### config.mk
export PLATFORM = sky130hd
export DESIGN_NAME = pool_unit_arbiter_flat
export DESIGN_NICKNAME = d
export VERILOG_FILES = /design/src/rtl/pool_ctrl_pkg.sv /design/src/rtl/pool_unit_arbiter_if.sv /design/src/rtl/pool_unit_arbiter_rr_pick.sv /design/src/rtl/pool_unit_arbiter.sv /design/src/flat_wrapper.sv
export SDC_FILE = /design/constraint.sdc
export NUM_CORES = 1
export LEC_CHECK = 0
export ABC_AREA = 1
export BUFFER_PORTS_ARGS = -buffer_cell sky130_fd_sc_hd__buf_2
export CAP_MARGIN = 25
export CELL_PAD_IN_SITES_DETAIL_PLACEMENT = 1
export CELL_PAD_IN_SITES_GLOBAL_PLACEMENT = 2
export CORE_AREA = 2 2 244 246
export DETAILED_ROUTE_END_ITERATION = 16
export DIE_AREA = 0 0 246 248
export HOLD_SLACK_MARGIN = 0.02
export PLACE_DENSITY_LB_ADDON = 0.1
export REMOVE_ABC_BUFFERS = 1
export SETUP_SLACK_MARGIN = 0.4
export SLEW_MARGIN = 20
export SYNTH_ARGS = -nofsm -noshare
export SYNTH_HDL_FRONTEND = slang
export SYNTH_HIERARCHICAL = 1
export SYNTH_SLANG_ARGS = --single-unit
### constraint.sdc
create_clock -name clk -period 4.6 [get_ports clk]
set_clock_uncertainty 0.1 [all_clocks]
set_input_delay 0.69 -clock clk [delete_from_list [all_inputs] [get_ports clk]]
set_output_delay 0.69 -clock clk [all_outputs]
set_load 0.005 [all_outputs]
### src/rtl/pool_ctrl_pkg.sv
// Shared control package for the pool-unit arbiter: FSM states, window layout, helpers.
package pool_ctrl_pkg;
  localparam int DATA_W_DEF  = 32;
  localparam int OPS_PER_WIN = 4;

  // Operand slots within one 2x2 window, LSB slot first
  localparam int TL = 0;
  localparam int TR = 1;
  localparam int BL = 2;
  localparam int BR = 3;

  typedef enum logic [2:0] {
    IDLE = 3'd0,
    CLR  = 3'd1,
    FEED = 3'd2,
    WAIT = 3'd3,
    RESP = 3'd4
  } state_e;

  function automatic logic [15:0] sat_inc16(input logic [15:0] v, input logic en);
    return (en && (v != 16'hFFFF)) ? v + 16'd1 : v;
  endfunction
endpackage

### src/rtl/pool_unit_arbiter_if.sv
// Requester-side bus of the pool-unit arbiter: window requests in, grants/results out.
interface pool_unit_arbiter_if #(
  parameter int N_REQ  = 4,
  parameter int DATA_W = 32
);
  logic [N_REQ-1:0]          req;
  logic [N_REQ*4*DATA_W-1:0] win;
  logic [N_REQ-1:0]          gnt;
  logic [N_REQ-1:0]          rsp_valid;
  logic [DATA_W-1:0]         rsp_data;
  logic                      busy;

  modport master (output req, win, input gnt, rsp_valid, rsp_data, busy);
  modport slave  (input req, win, output gnt, rsp_valid, rsp_data, busy);
endinterface

### src/rtl/pool_unit_arbiter_rr_pick.sv
// Combinational round-robin selector: first set req bit after i_ptr, with wrap-around.
module rr_pick #(
  parameter int N_REQ = 4,
  parameter int IDX_W = 2
) (
  input  logic [N_REQ-1:0] i_req,
  input  logic [IDX_W-1:0] i_ptr,
  output logic [N_REQ-1:0] o_onehot,
  output logic [IDX_W-1:0] o_idx,
  output logic             o_found
);
  logic [IDX_W-1:0] w_j;

  always_comb begin
    o_onehot = '0;
    o_idx    = '0;
    o_found  = 1'b0;
    w_j      = '0;
    // Offset N_REQ lands back on the pointer itself, so the last winner is searched last
    for (int i = 1; i <= N_REQ; i++) begin
      w_j = IDX_W'((int'(i_ptr) + i) % N_REQ);
      if (!o_found && i_req[w_j]) begin
        o_found     = 1'b1;
        o_idx       = w_j;
        o_onehot[w_j] = 1'b1;
      end
    end
  end
endmodule

### src/rtl/pool_unit_arbiter.sv
// Round-robin sharing of one avg_pool_unit among N_REQ requesters, one 2x2 window at a time.
// Optional macro POOL_ARB_PERF_CNT_EN adds grant_cnt / stall_cnt performance counters.
module pool_unit_arbiter
  import pool_ctrl_pkg::*;
#(
  parameter int N_REQ      = 4,
  parameter int DATA_W     = DATA_W_DEF,
  parameter int PU_LATENCY = 3
) (
  input  logic              clk,
  input  logic              rst,
  pool_unit_arbiter_if.slave bus,
  output logic              pu_rst,
  output logic              pu_en,
  output logic [DATA_W-1:0] pu_ip,
  input  logic [DATA_W-1:0] pu_avg
`ifdef POOL_ARB_PERF_CNT_EN
  ,
  output logic [N_REQ*16-1:0] grant_cnt,
  output logic [15:0]         stall_cnt
`endif
);
  localparam int IDX_W = (N_REQ > 1) ? $clog2(N_REQ) : 1;
  localparam int LAT_W = 4;

  state_e                              r_state;
  logic [IDX_W-1:0]                    r_ptr;
  logic [IDX_W-1:0]                    r_win_idx;
  logic [N_REQ-1:0]                    r_win_oh;
  logic [N_REQ-1:0]                    r_gnt;
  logic [N_REQ-1:0]                    r_rsp_valid;
  logic [DATA_W-1:0]                   r_rsp_data;
  logic                                r_busy;
  logic                                r_pu_rst;
  logic                                r_pu_en;
  logic [DATA_W-1:0]                   r_pu_ip;
  logic [OPS_PER_WIN-1:0][DATA_W-1:0]  r_ops;
  logic [1:0]                          r_k;
  logic [LAT_W-1:0]                    r_lat;

  logic [N_REQ-1:0]                    w_pick_oh;
  logic [IDX_W-1:0]                    w_pick_idx;
  logic                                w_pick_found;
  logic [OPS_PER_WIN*DATA_W-1:0]       w_win_sel;

  rr_pick #(.N_REQ(N_REQ), .IDX_W(IDX_W)) u_pick (
    .i_req    (bus.req),
    .i_ptr    (r_ptr),
    .o_onehot (w_pick_oh),
    .o_idx    (w_pick_idx),
    .o_found  (w_pick_found)
  );

  assign w_win_sel = bus.win[w_pick_idx*OPS_PER_WIN*DATA_W +: OPS_PER_WIN*DATA_W];

  always_ff @(posedge clk) begin
    if (rst) begin
      r_state     <= IDLE;
      r_ptr       <= IDX_W'(N_REQ-1);
      r_win_idx   <= '0;
      r_win_oh    <= '0;
      r_gnt       <= '0;
      r_rsp_valid <= '0;
      r_rsp_data  <= '0;
      r_busy      <= 1'b0;
      r_pu_rst    <= 1'b1;
      r_pu_en     <= 1'b0;
      r_pu_ip     <= '0;
      r_ops       <= '0;
      r_k         <= '0;
      r_lat       <= '0;
    end else begin
      r_gnt       <= '0;
      r_rsp_valid <= '0;
      case (r_state)
        IDLE: if (w_pick_found) begin
          r_ops     <= w_win_sel;
          r_win_idx <= w_pick_idx;
          r_win_oh  <= w_pick_oh;
          r_gnt     <= w_pick_oh;
          r_busy    <= 1'b1;
          r_state   <= CLR;
        end
        CLR: begin
          r_k      <= '0;
          r_pu_rst <= 1'b0;
          r_pu_en  <= 1'b1;
          r_pu_ip  <= r_ops[0];
          r_state  <= FEED;
        end
        FEED: begin
          if (r_k == 2'd3) begin
            r_pu_en <= 1'b0;
            r_lat   <= '0;
            r_state <= WAIT;
          end else begin
            r_k     <= r_k + 2'd1;
            r_pu_ip <= r_ops[r_k + 2'd1];
          end
        end
        WAIT: begin
          // Unit output is valid in the last WAIT cycle; capture it into RESP
          if (r_lat == LAT_W'(PU_LATENCY-1)) begin
            r_rsp_valid <= r_win_oh;
            r_rsp_data  <= pu_avg;
            r_state     <= RESP;
          end else begin
            r_lat <= r_lat + 1'b1;
          end
        end
        RESP: begin
          r_ptr    <= r_win_idx;
          r_busy   <= 1'b0;
          r_pu_rst <= 1'b1;
          r_state  <= IDLE;
        end
        default: r_state <= IDLE;
      endcase
    end
  end

  assign bus.gnt       = r_gnt;
  assign bus.rsp_valid = r_rsp_valid;
  assign bus.rsp_data  = r_rsp_data;
  assign bus.busy      = r_busy;
  assign pu_rst        = r_pu_rst;
  assign pu_en         = r_pu_en;
  assign pu_ip         = r_pu_ip;

`ifdef POOL_ARB_PERF_CNT_EN
  logic [N_REQ-1:0]       w_served;
  logic                   w_stall;
  logic [N_REQ-1:0][15:0] r_gcnt;
  logic [15:0]            r_scnt;

  assign w_served = r_busy ? r_win_oh : '0;
  assign w_stall  = |(bus.req & ~w_served);

  always_ff @(posedge clk) begin
    if (rst) begin
      r_gcnt <= '0;
      r_scnt <= '0;
    end else begin
      for (int i = 0; i < N_REQ; i++) r_gcnt[i] <= sat_inc16(r_gcnt[i], r_gnt[i]);
      r_scnt <= sat_inc16(r_scnt, w_stall);
    end
  end

  assign grant_cnt = r_gcnt;
  assign stall_cnt = r_scnt;
`endif
endmodule

### src/flat_wrapper.sv
// flat-port wrapper written by rule: the top's interface ports become plain ports
module pool_unit_arbiter_flat import pool_ctrl_pkg::*;
#(
  parameter int N_REQ      = 4,
  parameter int DATA_W     = DATA_W_DEF,
  parameter int PU_LATENCY = 3
)
  (clk, rst, pu_rst, pu_en, pu_ip, pu_avg, bus_req, bus_win, bus_gnt, bus_rsp_valid, bus_rsp_data, bus_busy);
  pool_unit_arbiter_if #(.N_REQ(N_REQ), .DATA_W(DATA_W)) bus_i ();
  input  logic clk;
  input  logic rst;
  output logic pu_rst;
  output logic pu_en;
  output logic [DATA_W-1:0] pu_ip;
  input  logic [DATA_W-1:0] pu_avg;
  input wire logic [$bits(bus_i.req)-1:0] bus_req;
  input wire logic [$bits(bus_i.win)-1:0] bus_win;
  output wire logic [$bits(bus_i.gnt)-1:0] bus_gnt;
  output wire logic [$bits(bus_i.rsp_valid)-1:0] bus_rsp_valid;
  output wire logic [$bits(bus_i.rsp_data)-1:0] bus_rsp_data;
  output wire logic [$bits(bus_i.busy)-1:0] bus_busy;
  assign bus_i.req = bus_req;
  assign bus_i.win = bus_win;
  assign bus_gnt = bus_i.gnt;
  assign bus_rsp_valid = bus_i.rsp_valid;
  assign bus_rsp_data = bus_i.rsp_data;
  assign bus_busy = bus_i.busy;
  pool_unit_arbiter #(.N_REQ(N_REQ), .DATA_W(DATA_W), .PU_LATENCY(PU_LATENCY)) u_core (.clk(clk), .rst(rst), .bus(bus_i), .pu_rst(pu_rst), .pu_en(pu_en), .pu_ip(pu_ip), .pu_avg(pu_avg));
endmodule
# Yosys cells after proc, flatten, opt, wreduce, memory -nomap -nowiden
# Cells that the tools add are included.
[word_totals]
ff_bits = 220
inputBits = 550
out_inout_bits = 75
word_cells = 121
[classes]
add_sub_neg = 6
magnitude_cmp = 9
n_eq_ne = 11
shift = 1
n_mux = 46
bitwise = 7
reduce_logical = 24
[op_table]
columns = ["op", "count"]
rows = [
  ["indexed part select 512 x 10 -> 128 bit", 1],
  ["binary-select mux 32 bit (select 2 bit)", 1],
  ["two-way mux 32 bit", 2],
  ["case mux 32 bit (2 select lines)", 1],
  ["two-way mux 4 bit", 6],
  ["< comparator 2 x 3 -> 1 bit, second input constant", 5],
  ["two-way mux 1 bit", 14],
  ["bitwise OR 4 bit", 3],
  ["case mux 3 bit (4 select lines)", 1],
  ["two-way mux 2 bit", 5],
  ["AND reduction 2 bit", 5],
  ["two-way mux 3 bit", 3],
  ["binary-select mux 1 bit (select 2 bit)", 4],
  ["demux 1 bit (select 2 bit)", 4],
  [">= comparator 2 x 1 -> 1 bit, second input constant", 4],
  ["case mux 4 bit (2 select lines)", 1],
  ["nonzero test 2 bit", 4],
  ["logical AND 1 bit", 7],
  ["adder 2 x 1 -> 2 bit, second input constant", 3],
  ["== test 3 x 2 -> 1 bit, second input constant", 2],
  ["inequality test 2 bit, second input constant", 3],
  ["case mux 1 bit (2 select lines)", 3],
  ["AND reduction 3 bit", 2],
  ["OR reduction 3 bit", 2],
  ["other kinds (11)", 18],
]

# Depth between registers and ports, before layout
# Gate-level depths: netlist (run 1).
[depth]
word_depth = 15
depth_mapped = 19
mapped_depth_nobuf = 15

# Modules after synthesis
# The synthesis (run 1) kept the hierarchy.
[by_module_without_submodules]
columns = ["module", "n_inst", "cells_each", "area_each_um2", "seq_area_each_um2"]
rows = [
  ["pool_unit_arbiter", 1, 2201, 13082.5, 4404.2],
  ["rr_pick", 1, 81, 535.5, 0.0],
]

# Least setup slack after synthesis (run 1)
# Ideal clock, no wire load.
[synth_timing]
path_type = "reg2reg"
start = "reg u_core.r_ptr[1]"
end = "reg u_core/r_ops[0] (netlist name)"
setup_ns = 0.117
arrival_time_ns = 2.474
t_required_ns = 4.383
slack_ns = 1.909
stages_incl_launch_ff = 18
n_path_buf = 4
synth_period_minus_slack_ns = 2.691
path_cell_list = "dfxtp_1 > inv_1 > ha_1 > inv_2 > nand3_4 > nand2_4 > nor2_4 > nand3_1 > a21oi_1 > buf_2 > inv_2 > buf_6 > buf_4 > buf_2 > o21ai_0 > o21ai_1 > nor2_1 > nor2_1"
[synth_between]
elab_chain_cells = 14
elab_cells_between_ends = 28
classes_between = "4 x add/sub; 1 x shift; 16 x mux; 7 x reduce/logical"
[synth_rtl]
columns = ["element", "line_no", "rtl"]
rows = [
  ["from (decl)", "pool_unit_arbiter.sv:27", "logic [IDX_W-1:0] r_ptr;"],
  ["from (signal assigned)", "pool_unit_arbiter.sv:59", "r_ptr <= IDX_W'(N_REQ-1);"],
  ["from (signal assigned)", "pool_unit_arbiter.sv:112", "r_ptr <= r_win_idx;"],
  ["adder 2 x 1 -> 2 bit", "pool_unit_arbiter_rr_pick.sv:21", "w_j = IDX_W'((int'(i_ptr) + i) % N_REQ);"],
  ["binary-select mux 1 bit (select 2 bit)", "pool_unit_arbiter_rr_pick.sv:22", "if (!o_found && i_req[w_j]) begin"],
  ["two-way mux 1 bit (implied by the code)", "pool_unit_arbiter_rr_pick.sv:22", ""],
  ["two-way mux 1 bit", "pool_unit_arbiter_rr_pick.sv:22", ""],
  ["logical NOT 1 bit", "pool_unit_arbiter_rr_pick.sv:22", ""],
  ["logical AND 1 bit", "pool_unit_arbiter_rr_pick.sv:22", ""],
  ["two-way mux 1 bit", "pool_unit_arbiter_rr_pick.sv:22", ""],
  ["logical NOT 1 bit", "pool_unit_arbiter_rr_pick.sv:22", ""],
  ["logical AND 1 bit", "pool_unit_arbiter_rr_pick.sv:22", ""],
  ["two-way mux 1 bit", "pool_unit_arbiter_rr_pick.sv:22", ""],
  ["logical NOT 1 bit", "pool_unit_arbiter_rr_pick.sv:22", ""],
  ["logical AND 1 bit", "pool_unit_arbiter_rr_pick.sv:22", ""],
  ["two-way mux 2 bit *", "pool_unit_arbiter_rr_pick.sv:22", ""],
  ["named net u_core.w_pick_idx[0]", "pool_unit_arbiter.sv:42", "logic [IDX_W-1:0] w_pick_idx;"],
  ["indexed part select 512 x 10 -> 128 bit *", "pool_unit_arbiter.sv:54", "assign w_win_sel = bus.win[w_pick_idx*OPS_PER_WIN*DATA_W +: OPS_PER_WIN*DATA_W];"],
  ["to (signal assigned)", "pool_unit_arbiter.sv:77", "r_ops <= w_win_sel;"],
  ["to (decl)", "pool_unit_arbiter.sv:37", "logic [OPS_PER_WIN-1:0][DATA_W-1:0] r_ops;"],
]
# The timed path passes the listed nets; every way through them passes the cells marked *. The select of a mux whose other input is x is not followed.
# A chain may end at the register's enable or synchronous reset.

# Worst setup path in the final report (run 1)
[layout_timing]
start = "reg u_core.r_ptr[0]"
end = "reg u_core/r_ops[78] (netlist name)"
# Same word-level chain as after synthesis.

==> key figures, run 1 <==
Run status
  • Outcome: finished, final reports clean

Floorplanning
  • CORE AREA: 58500 µm²
  • DIE WIDTH: 246 µm
  • Total die area: 61000 µm²
  • Initial Utilization: 0.233
  • I/O Pins: 625
  • Die Ht: 248 µm
  • Core Rows: 89

Timing
  • Hold Vio Cnt, Final: 0
  • Tcrit/Tclk final: 0.833
  • Relative slew slack: 0.350
  • RSZ-0062 raised after global routing: no
  • Count of endpoints failing setup in the final report: 0
  • Maximum clock rate: 261 MHz
  • Slew Limit Fails: 0
  • Tmin final: 3.83 ns
  • Worst slew pin tran: 0.975 ns
  • Final WS setup: 0.770 ns

Setup path
  • Reg2reg start: u_core/r_ptr[0]
  • CP max stage cell: dfxtp_1
  • Setup slack, reg-to-reg: 0.77 ns
  • Crit path launch type: register
  • Arrival time worst endpoint: 4.23 ns
  • Crit path cell chain: inv_8 > ha_1 > inv_2 > nand3_1 > nand2_2 > inv_2 > a21oi_1 > a21oi_4 > inv_6 > buf_4 > o21ai_0 > o21ai_0 > nor2_1 > nor2_1
  • Launch point of the worst path: u_core/r_ptr[0]
  • Crit path max fanout: 137
  • Worst Setup End Kind: register
  • Worst R2R Path Depth: 14
  • Max stage delay on crit path: 0.70 ns
  • CP endpoint: u_core/r_ops[78]
  • Worst r2r dst: u_core/r_ops[78]
  • Crit path kind: reg -> reg
  • CP required: 5.00 ns

Detailed routing
  • Via count: 16600
  • Routed WL: 62900 µm
  • WL per Instance: 17.5 µm
  • Drt drc: 0
  • Initial drt markers: 590
  • 1st-pass router iterations: 4
  • Post-route ant nets: 0
  • Post-DR vias/cell: 4.63

Job
  • MaxCap Viol Count: 0

Place
  • GP Congestion: 0.836
  • Post-DP HPWL: 44400 µm
  • Placed cells: 3531
  • Post-Place Setup Slack: 0.726 ns
  • Port Buf Inserts: 624

Layout
  • # nets final: 3351
  • Fillers: 7763
  • Share of cells above drive strength 1: 0.264
  • Fin cells: 3591
  • Area Overhead vs Synth: 34.7%

Logic synthesis
  • Main area contributors after synthesis: dfxtp_1, nor2_1, o21ai_0, nand2_1, nand3_1
  • Ys async rst share: 0
  • Synth area leader: dfxtp_1
  • Top_reg_cell synth: dfxtp_1
  • Post-synth EDFFs: 0
  • Distinct cells, synth: 30
  • Post-synthesis register bit count: 220
  • Register area share after synthesis: 0.323
  • Mapped Cells: 2282
  • Top cell type's share of synthesized area: 0.323
  • Synth top cells by count: nor2_1, o21ai_0, nand2_1
  • Syn. warnings: 6
  • Mapped Area: 13600 µm²
  • Most common cell in the synthesized netlist: nor2_1
  • Synth Area per Inst: 5.97 µm²

Clock tree
  • Hold Buf Count CTS: 0
  • H-Tree Depth: 1
  • CTS sink count: 220
  • CTS tree: yes
  • CTS Buffer Depth: 3
  • Setup bufs post-CTS: 0
  • CTS root buffer: clkbuf_16
  • Worst-skew pair later-pin latency: 0.56 ns
  • Total CTS buffers: 29
  • Post-CTS sizing: 0
  • Worst-path clk slew: 0.06 ns

Power
  • Internal: 4.33 mW
  • Worst VDD drop: 285 µV
  • Switching share of power: 0.357
  • NetSw: 2.40 mW
  • Static leakage: 9.11 nW
  • Comb pwr share: 0.318
  • Power density over the cells: 367 nW/µm²
  • Flop pwr share: 0.345
  • Clock power frac: 0.337

Global routing
  • Initial antenna violation count: 8
  • Largest net degree at the start of global routing: 155
  • Total Routing Usage GR: 0.196
  • Overflow after GRT: 0
  • Vias in the first global route: 17200
  • First-pass GRT wire length: 95600 µm

Worst hold path
  • Hold Crit Class: in -> reg
-- cells by family (layout without fill, tap and decap cells) --
kind of cell | after synthesis | after routing | share of synthesized area
simple gates | 1184 | 1184 | 0.361
flops | 220 | 220 | 0.323
fa+ha+maj | 11 | 11 | 0.0101
buf+inv | 292 | 822 | 0.0922
xor+xnor | 1 | 1 | 0.000643
compound gates | 574 | 574 | 0.213
other cells | 0 | 6 | 0
-- cell usage in the layout, fill, tap and decap left out, types with 5 or more instances in the layout --
master	Yosys	layout
ha_1	11	10
nand2_1	241	241
buf_4	3	20
inv_1	104	100
clkinv_2	0	6
diode_2	0	6
nand3b_1	44	44
nand4_1	8	8
nor2_1	742	742
clkbuf_1	99	5
a21oi_1	17	16
clkbuf_16	0	29
inv_2	7	6
dfxtp_1	220	219
clkbuf_8	0	10
buf_12	0	10
nand3_1	129	127
o21ai_1	47	47
nand2_2	7	7
o21ai_0	498	498
buf_2	64	624
-- sequential cells by signal (all words and copies together) (netlist names) --
| name | count |
|---|---|
| u_core/bus.gnt | 4 |
| u_core/bus.rsp_data | 32 |
| u_core/bus.busy | 1 |
| u_core/r_k | 2 |
| u_core/pu_rst | 1 |
| u_core/r_win_idx | 2 |
| u_core/r_lat | 4 |
| u_core/r_state | 3 |
| u_core/r_ptr | 2 |
| u_core/r_win_oh | 4 |
| u_core/pu_en | 1 |
| u_core/bus.rsp_valid | 4 |
| u_core/r_ops | 128 |
| u_core/pu_ip | 32 |
-- critical path, delay by kind of cell (launching register included) --
kind / cells / cell delay [ns]
AO/OA/AOI/OAI: 4 / 0.87
buffers and inverters: 5 / 1.27
flip-flops: 1 / 0.70
adder cells (fa/ha/maj): 1 / 0.39
AND/OR/NAND/NOR: 4 / 0.44
-- layer usage --
metal	up-vias	part of all wire	track usage
met5	-	0.00048	0
met4	4	0.017	0.0419
met3	65	0.046	0.0293
met2	324	0.50	0.355
met1	7820	0.44	0.244
li1	8420	-	-
-- worst min path at each step --
| stage | cells past startpoint | to | slack [ns] | start |
|---|---|---|---|---|
| 2_1_floorplan | 2 | u_core/r_win_idx[0] | 0.33 | u_core/r_win_idx[0] |
| 3_3_place_gp | 2 | u_core/bus.busy | 0.33 | u_core/bus.busy |
| 3_5_place_dp | 2 | u_core/bus.busy | 0.34 | u_core/bus.busy |
| 4_1_cts | 3 | u_core/bus.rsp_data[24] | 0.22 | pu_avg[24] |
| 5_1_grt | 3 | u_core/bus.rsp_data[19] | 0.22 | pu_avg[19] |
| 6_report | 3 | u_core/bus.rsp_data[7] | 0.25 | pu_avg[7] |
-- power by group through the flow --
stage	sequential [mW]	combinational (mW)	clock, mW
floorplan	2.33	1.27	0
global placement	2.36	2.14	0
detailed placement	2.36	2.18	0
CTS	2.32	2.19	2.37
global route	2.36	2.46	2.45
finish	2.32	2.14	2.27
-- final cells by class --
type,count,area [µm²],area share
Timing Repair Buffer,657,3560,0.194
Sequential cell,220,4410,0.240
Clock inverter,9,78.8,0.00430
Inverter,112,447,0.0244
Antenna cell,6,15.0,0.000819
Multi-Input combinational cell,1770,7990,0.436
Clock buffer,44,882,0.0481
Tap cell,773,967,0.0527
-- stage by stage --
stage	hold slack, ns	total power, mW	TNS (ns)	area (µm²)	util
4_1_cts	0.217	6.88	0	18300	0.313
3_5_place_dp	0.337	4.55	0	17300	0.297
2_1_floorplan	0.332	3.60	-1730.69	12800	-
3_3_place_gp	0.327	4.49	0	17200	0.295
5_1_grt	0.219	7.27	0	18300	0.314
6_report	0.252	6.73	0	18300	0.314
Note: power is estimated with default switching activity, not from simulation.
==> run 2, diff against run 1 <==
- CORE_AREA: 2 2 244 246 -> default
- CORE_UTILIZATION: default -> 23
- DIE_AREA: 0 0 246 248 -> default
- clock period: 4.6 -> 3.7 ns (I/O delays scaled with it)
==> key figures, run 2 (synthesis results as in run 1) <==
Run status
  • Outcome: finished, final reports clean

Global routing
  • Total Routing Usage GR: 0.206
  • Largest net degree at the start of global routing: 130
  • First-pass GRT wire length: 98100 µm
  • Initial antenna violation count: 8
  • Vias in the first global route: 17400
  • Overflow after GRT: 0

Floorplanning
  • Die Ht: 245 µm
  • Initial Utilization: 0.234
  • Core Rows: 88
  • DIE WIDTH: 245 µm
  • CORE AREA: 58100 µm²
  • I/O Pins: 625
  • Total die area: 60200 µm²

Detailed routing
  • Routed WL: 66000 µm
  • 1st-pass router iterations: 4
  • Routed length on met3: 2760 µm
  • M1 WL: 29700 µm
  • WL per Instance: 18.4 µm
  • DR WL met2: 32200 µm
  • Initial drt markers: 636
  • Drt drc: 0
  • Post-route ant nets: 0
  • Top routing layer in use: met5
  • Post-DR vias/cell: 4.71
  • Via count: 16900

Layout
  • Most common cell after layout, fill and taps aside: nor2_1
  • Max reg flops: 128
  • Sequential standard cell area: 4410 µm²
  • Commonest non-fill, non-tap cells in the layout: nor2_1, buf_2, o21ai_0
  • Fin cells: 3592
  • Layout Utilization: 0.319
  • Area Overhead vs Synth: 36.1%
  • Largest register by flop count: u_core/r_ops
  • Fillers: 7654
  • # nets final: 3360
  • Multi-input logic area: 8000 µm²
  • Share of cells above drive strength 1: 0.267
  • Final Cell Area: 18500 µm²

Timing
  • Count of endpoints failing setup in the final report: 0
  • Final WS setup: 0.567 ns
  • Tmin final: 3.13 ns
  • Maximum clock rate: 319 MHz
  • RSZ-0062 raised after global routing: no
  • Hold Vio Cnt, Final: 0
  • Final TNS setup: 0 ns
  • Relative slew slack: 0.347
  • Tcrit/Tclk final: 0.847
  • Slew Limit Fails: 0
  • Hold_ws: 0.129 ns
  • Worst slew pin tran: 0.980 ns

Setup path
  • CP required: 4.09 ns
  • Crit path kind: reg -> reg
  • Reg2reg start: u_core/r_ptr[0]
  • Crit path max fanout: 43
  • Max stage delay on crit path: 0.38 ns
  • CP max stage cell: dfxtp_2
  • Crit path cell chain: inv_8 > ha_1 > inv_2 > nand3_1 > nand2_2 > inv_2 > a21oi_1 > a21oi_4 > buf_12 > inv_8 > buf_16 > o21ai_0 > o21ai_1 > nor2_1 > nor2_1
  • Crit path buf inv count: 6
  • Delay-heaviest family, CP: buffers and inverters
  • Launch point of the worst path: u_core/r_ptr[0]
  • Crit path launch type: register
  • Worst Setup End Kind: register
  • Arrival time worst endpoint: 3.53 ns

Clock tree
  • H-Tree Depth: 1
  • Worst-skew pair later-pin latency: 0.56 ns
  • CTS tree: yes
  • CTS sink count: 220
  • Worst-path clk slew: 0.06 ns
  • CTS root buffer: clkbuf_16
  • Total CTS buffers: 29
  • Hold Buf Count CTS: 0
  • CTS Buffer Depth: 3

Place
  • Post-Place Setup Slack: 0.264 ns
  • Cell Area, Placed: 17300 µm²
  • Port Buf Inserts: 624
  • Placed cells: 3526
  • GP Congestion: 0.848
  • Post-DP HPWL: 45800 µm

Worst hold path
  • Worst Hold Launch: pu_avg[4]
  • Hold Crit Class: in -> reg

Power
  • Worst VDD drop: 339 µV
  • Power density over the cells: 461 nW/µm²
  • Power Total: 8.54 mW
  • Static leakage: 9.22 nW

Job
  • MaxCap Viol Count: 0
[run 2: cell count changes in the layout (fill, tap and decap cells not counted), sizes merged]
cell / delta
inv: +1
clkinvlp: -1
diode: +1
buf: +5
bufinv: +3
[run 2: layout make-up]
type / instances / share of cell area
well taps: 765 / 0.0516
clock buffers: 41 / 0.0454
inverters: 112 / 0.0254
repair inverters: 1 / 0.000473
diodes: 7 / 0.000945
repair buffers: 665 / 0.199
flip-flops and latches: 220 / 0.238
clock inverters: 11 / 0.00770
multi-input cells: 1770 / 0.431
[run 2: path summary, 6_finish.rpt]
kind                                                to  slack [ns]  depth (start not counted)
worst min-delay path            u_core/bus.rsp_data[4]        0.13                          3
worst max register to register        u_core/r_ops[47]        0.57                         15
worst max-delay path                  u_core/r_ops[47]        0.57                         15
worst min register to register           u_core/pu_rst        0.36                          2
[run 2: worst reg2reg max path: cells and delay by family (launching register included)]
kind / cells / cell delay, ns
AOI/OAI and AO/OA: 4 / 0.85
and+or+nand+nor: 4 / 0.47
buffers and inverters: 6 / 0.92
DFF: 1 / 0.38
adders and majority gates: 1 / 0.37
[run 2: metal layers]
metal	GRT usage	vias up
met4	0.0455	2
met1	0.262	8048
met5	0	-
met2	0.362	354
li1	-	8439
met3	0.0322	69
[run 2: what timing repair did]
item | in CTS | in global routing
endpoints found under the setup margin | 7 | 109
gates resized for setup | 2 | 16
setup buffers | 1 | 2
gates cloned | 0 | 4
pin swaps | 1 | 1
[run 2: where the power goes]
group,switching (mW),internal (mW)
sequential,0.172,2.71
clock,1.15,1.78
combinational,1.74,0.990
total,3.06,5.49
==> run 3, diff against run 2 <==
- CORE_UTILIZATION: 23 -> 21
- clock period: 3.7 -> 2.85 ns (I/O delays scaled with it)
==> key figures, run 3 (synthesis results as in run 1) <==
Power
  • NetSw: 4.21 mW
  • Static leakage: 10.2 nW
  • Worst VDD drop: 403 µV
  • Internal: 7.49 mW
  • Clock power frac: 0.317
  • Switching share of power: 0.360
  • Power density over the cells: 566 nW/µm²
  • Flop pwr share: 0.321
  • Comb pwr share: 0.362

Timing
  • Hold Vio Cnt, Final: 0
  • Worst slew pin tran: 0.696 ns
  • Tcrit/Tclk final: 0.914
  • Maximum clock rate: 384 MHz
  • RSZ-0062 raised after global routing: yes
  • Slew Limit Fails: 0
  • Relative slew slack: 0.535
  • Tmin final: 2.61 ns
  • Hold_ws: 0.120 ns
  • Count of endpoints failing setup in the final report: 0

Job
  • MaxCap Viol Count: 0

Layout
  • Share of cells above drive strength 1: 0.308
  • Largest register by flop count: u_core/r_ops
  • Commonest non-fill, non-tap cells in the layout: nor2_1, buf_2, o21ai_0
  • Most common cell after layout, fill and taps aside: nor2_1
  • Fin cells: 3819
  • Fillers: 8197
  • # nets final: 3512
  • Area Overhead vs Synth: 51.7%
  • Max reg flops: 128
  • Final Cell Area: 20700 µm²
  • Layout Utilization: 0.325

Setup path
  • Crit path max fanout: 21
  • Crit path launch type: register
  • Worst R2R Path Depth: 16
  • Worst r2r dst: u_core/r_ops[56]
  • Launch point of the worst path: u_core/r_ptr[0]
  • CP required: 3.20 ns
  • Crit path kind: reg -> reg
  • Setup slack, reg-to-reg: 0.24 ns
  • Arrival time worst endpoint: 2.95 ns
  • Reg2reg start: u_core/r_ptr[0]
  • Worst Setup End Kind: register

Place
  • Placed cells: 3682
  • Post-DP HPWL: 49100 µm
  • Port Buf Inserts: 624
  • Cell Area, Placed: 18000 µm²
  • GP Congestion: 0.828

Global routing
  • Overflow after GRT: 0
  • Largest net degree at the start of global routing: 69
  • Initial antenna violation count: 3
  • First-pass GRT wire length: 106000 µm
  • Total Routing Usage GR: 0.203
  • Vias in the first global route: 18500

Floorplanning
  • Initial Utilization: 0.214
  • Total die area: 65900 µm²
  • Core Rows: 92
  • I/O Pins: 625
  • DIE WIDTH: 257 µm
  • Die Ht: 257 µm
  • CORE AREA: 63500 µm²

Detailed routing
  • Post-route ant nets: 0
  • Drt drc: 0
  • Routed WL: 73500 µm
  • Via count: 17600
  • WL per Instance: 19.3 µm
  • Initial drt markers: 607
  • Post-DR vias/cell: 4.62
  • 1st-pass router iterations: 5

Run status
  • Outcome: finished, final reports clean

Worst hold path
  • Worst Hold Launch: bus_win[396]
  • Hold Crit Class: in -> reg
  • Hold Path End: u_core/r_ops[12]
  • Worst Hold Depth: 5

Clock tree
  • Worst-path clk slew: 0.06 ns
  • H-Tree Depth: 1
  • Worst-skew pair later-pin latency: 0.56 ns
  • CTS sink count: 220
  • CTS root buffer: clkbuf_16
  • Total CTS buffers: 29
  • CTS tree: yes
  • CTS Buffer Depth: 3
-- run 3: area by class of cell --
class                   instances  area, µm²  area share
well taps                     846       1060      0.0512
flip-flops and latches        220       4410       0.214
inverters                     112        460      0.0223
multi-input cells            1770       8190       0.397
clock inverters                 6       92.6     0.00448
clock buffers                  44        862      0.0417
diodes                          3       7.51    0.000363
repair buffers                818       5570       0.270
-- run 3: critical path, stage by stage, from the launching register on --
cell     delay, ns
dfxtp_4       0.38
inv_8         0.03
ha_4          0.29
inv_4         0.05
nand3_4       0.10
nand2_4       0.08
nor2_4        0.12
nand3_4       0.10
a21oi_4       0.15
buf_12        0.19
inv_12        0.09
buf_16        0.18
buf_4         0.18
o21ai_1       0.14
o21ai_1       0.09
nor2_1        0.10
nor2_1        0.04
-- run 3: worst max-delay path by stage --
stage / endpoint / slack [ns]
3_3_place_gp: u_core/r_ops[101] / -0.20
4_1_cts: u_core/r_ops[14] / 0.23
3_5_place_dp: u_core/r_ops[101] / -0.29
6_report: u_core/r_ops[56] / 0.24
5_1_grt: u_core/r_ops[14] / 0.1
2_1_floorplan: u_core/r_ops[26] / -15.20
-- run 3: through the flow --
stage / TNS, ns / setup slack [ns] / total power [mW]
2_1_floorplan: -1996.36 / -15.20 / 5.80
3_3_place_gp: -0.486 / -0.203 / 7.53
3_5_place_dp: -2.03 / -0.294 / 7.59
4_1_cts: 0 / 0.232 / 11.6
5_1_grt: 0 / 0.0979 / 12.5
6_report: 0 / 0.244 / 11.7
-- run 3: layer usage --
layer	part of all wire	wire length, µm	vias up	global-route usage
met5	0	0	-	0
met2	0.49	36300	367	0.367
met1	0.44	32700	8431	0.249
met4	0.023	1660	0	0.0506
li1	-	-	8755	-
met3	0.039	2860	72	0.0292
-- run 3: repair_timing --
action                                  CTS  global route
gates cloned                              7            17
setup buffers                            12            16
pin swaps                                10            26
hold buffers                             32             0
endpoints found under the setup margin  134           153
endpoints found under the hold margin    32             0
gates resized for setup                  77           175
-- run 3: power by group through the flow --
stage	Combinational, mW	Sequential [mW]	Clock [mW]
after floorplan	2.05	3.76	0
after CTS	3.98	3.75	3.85
after global routing	4.73	3.81	3.97
after detailed placement	3.78	3.81	0
final	4.24	3.75	3.71
after global placement	3.72	3.81	0
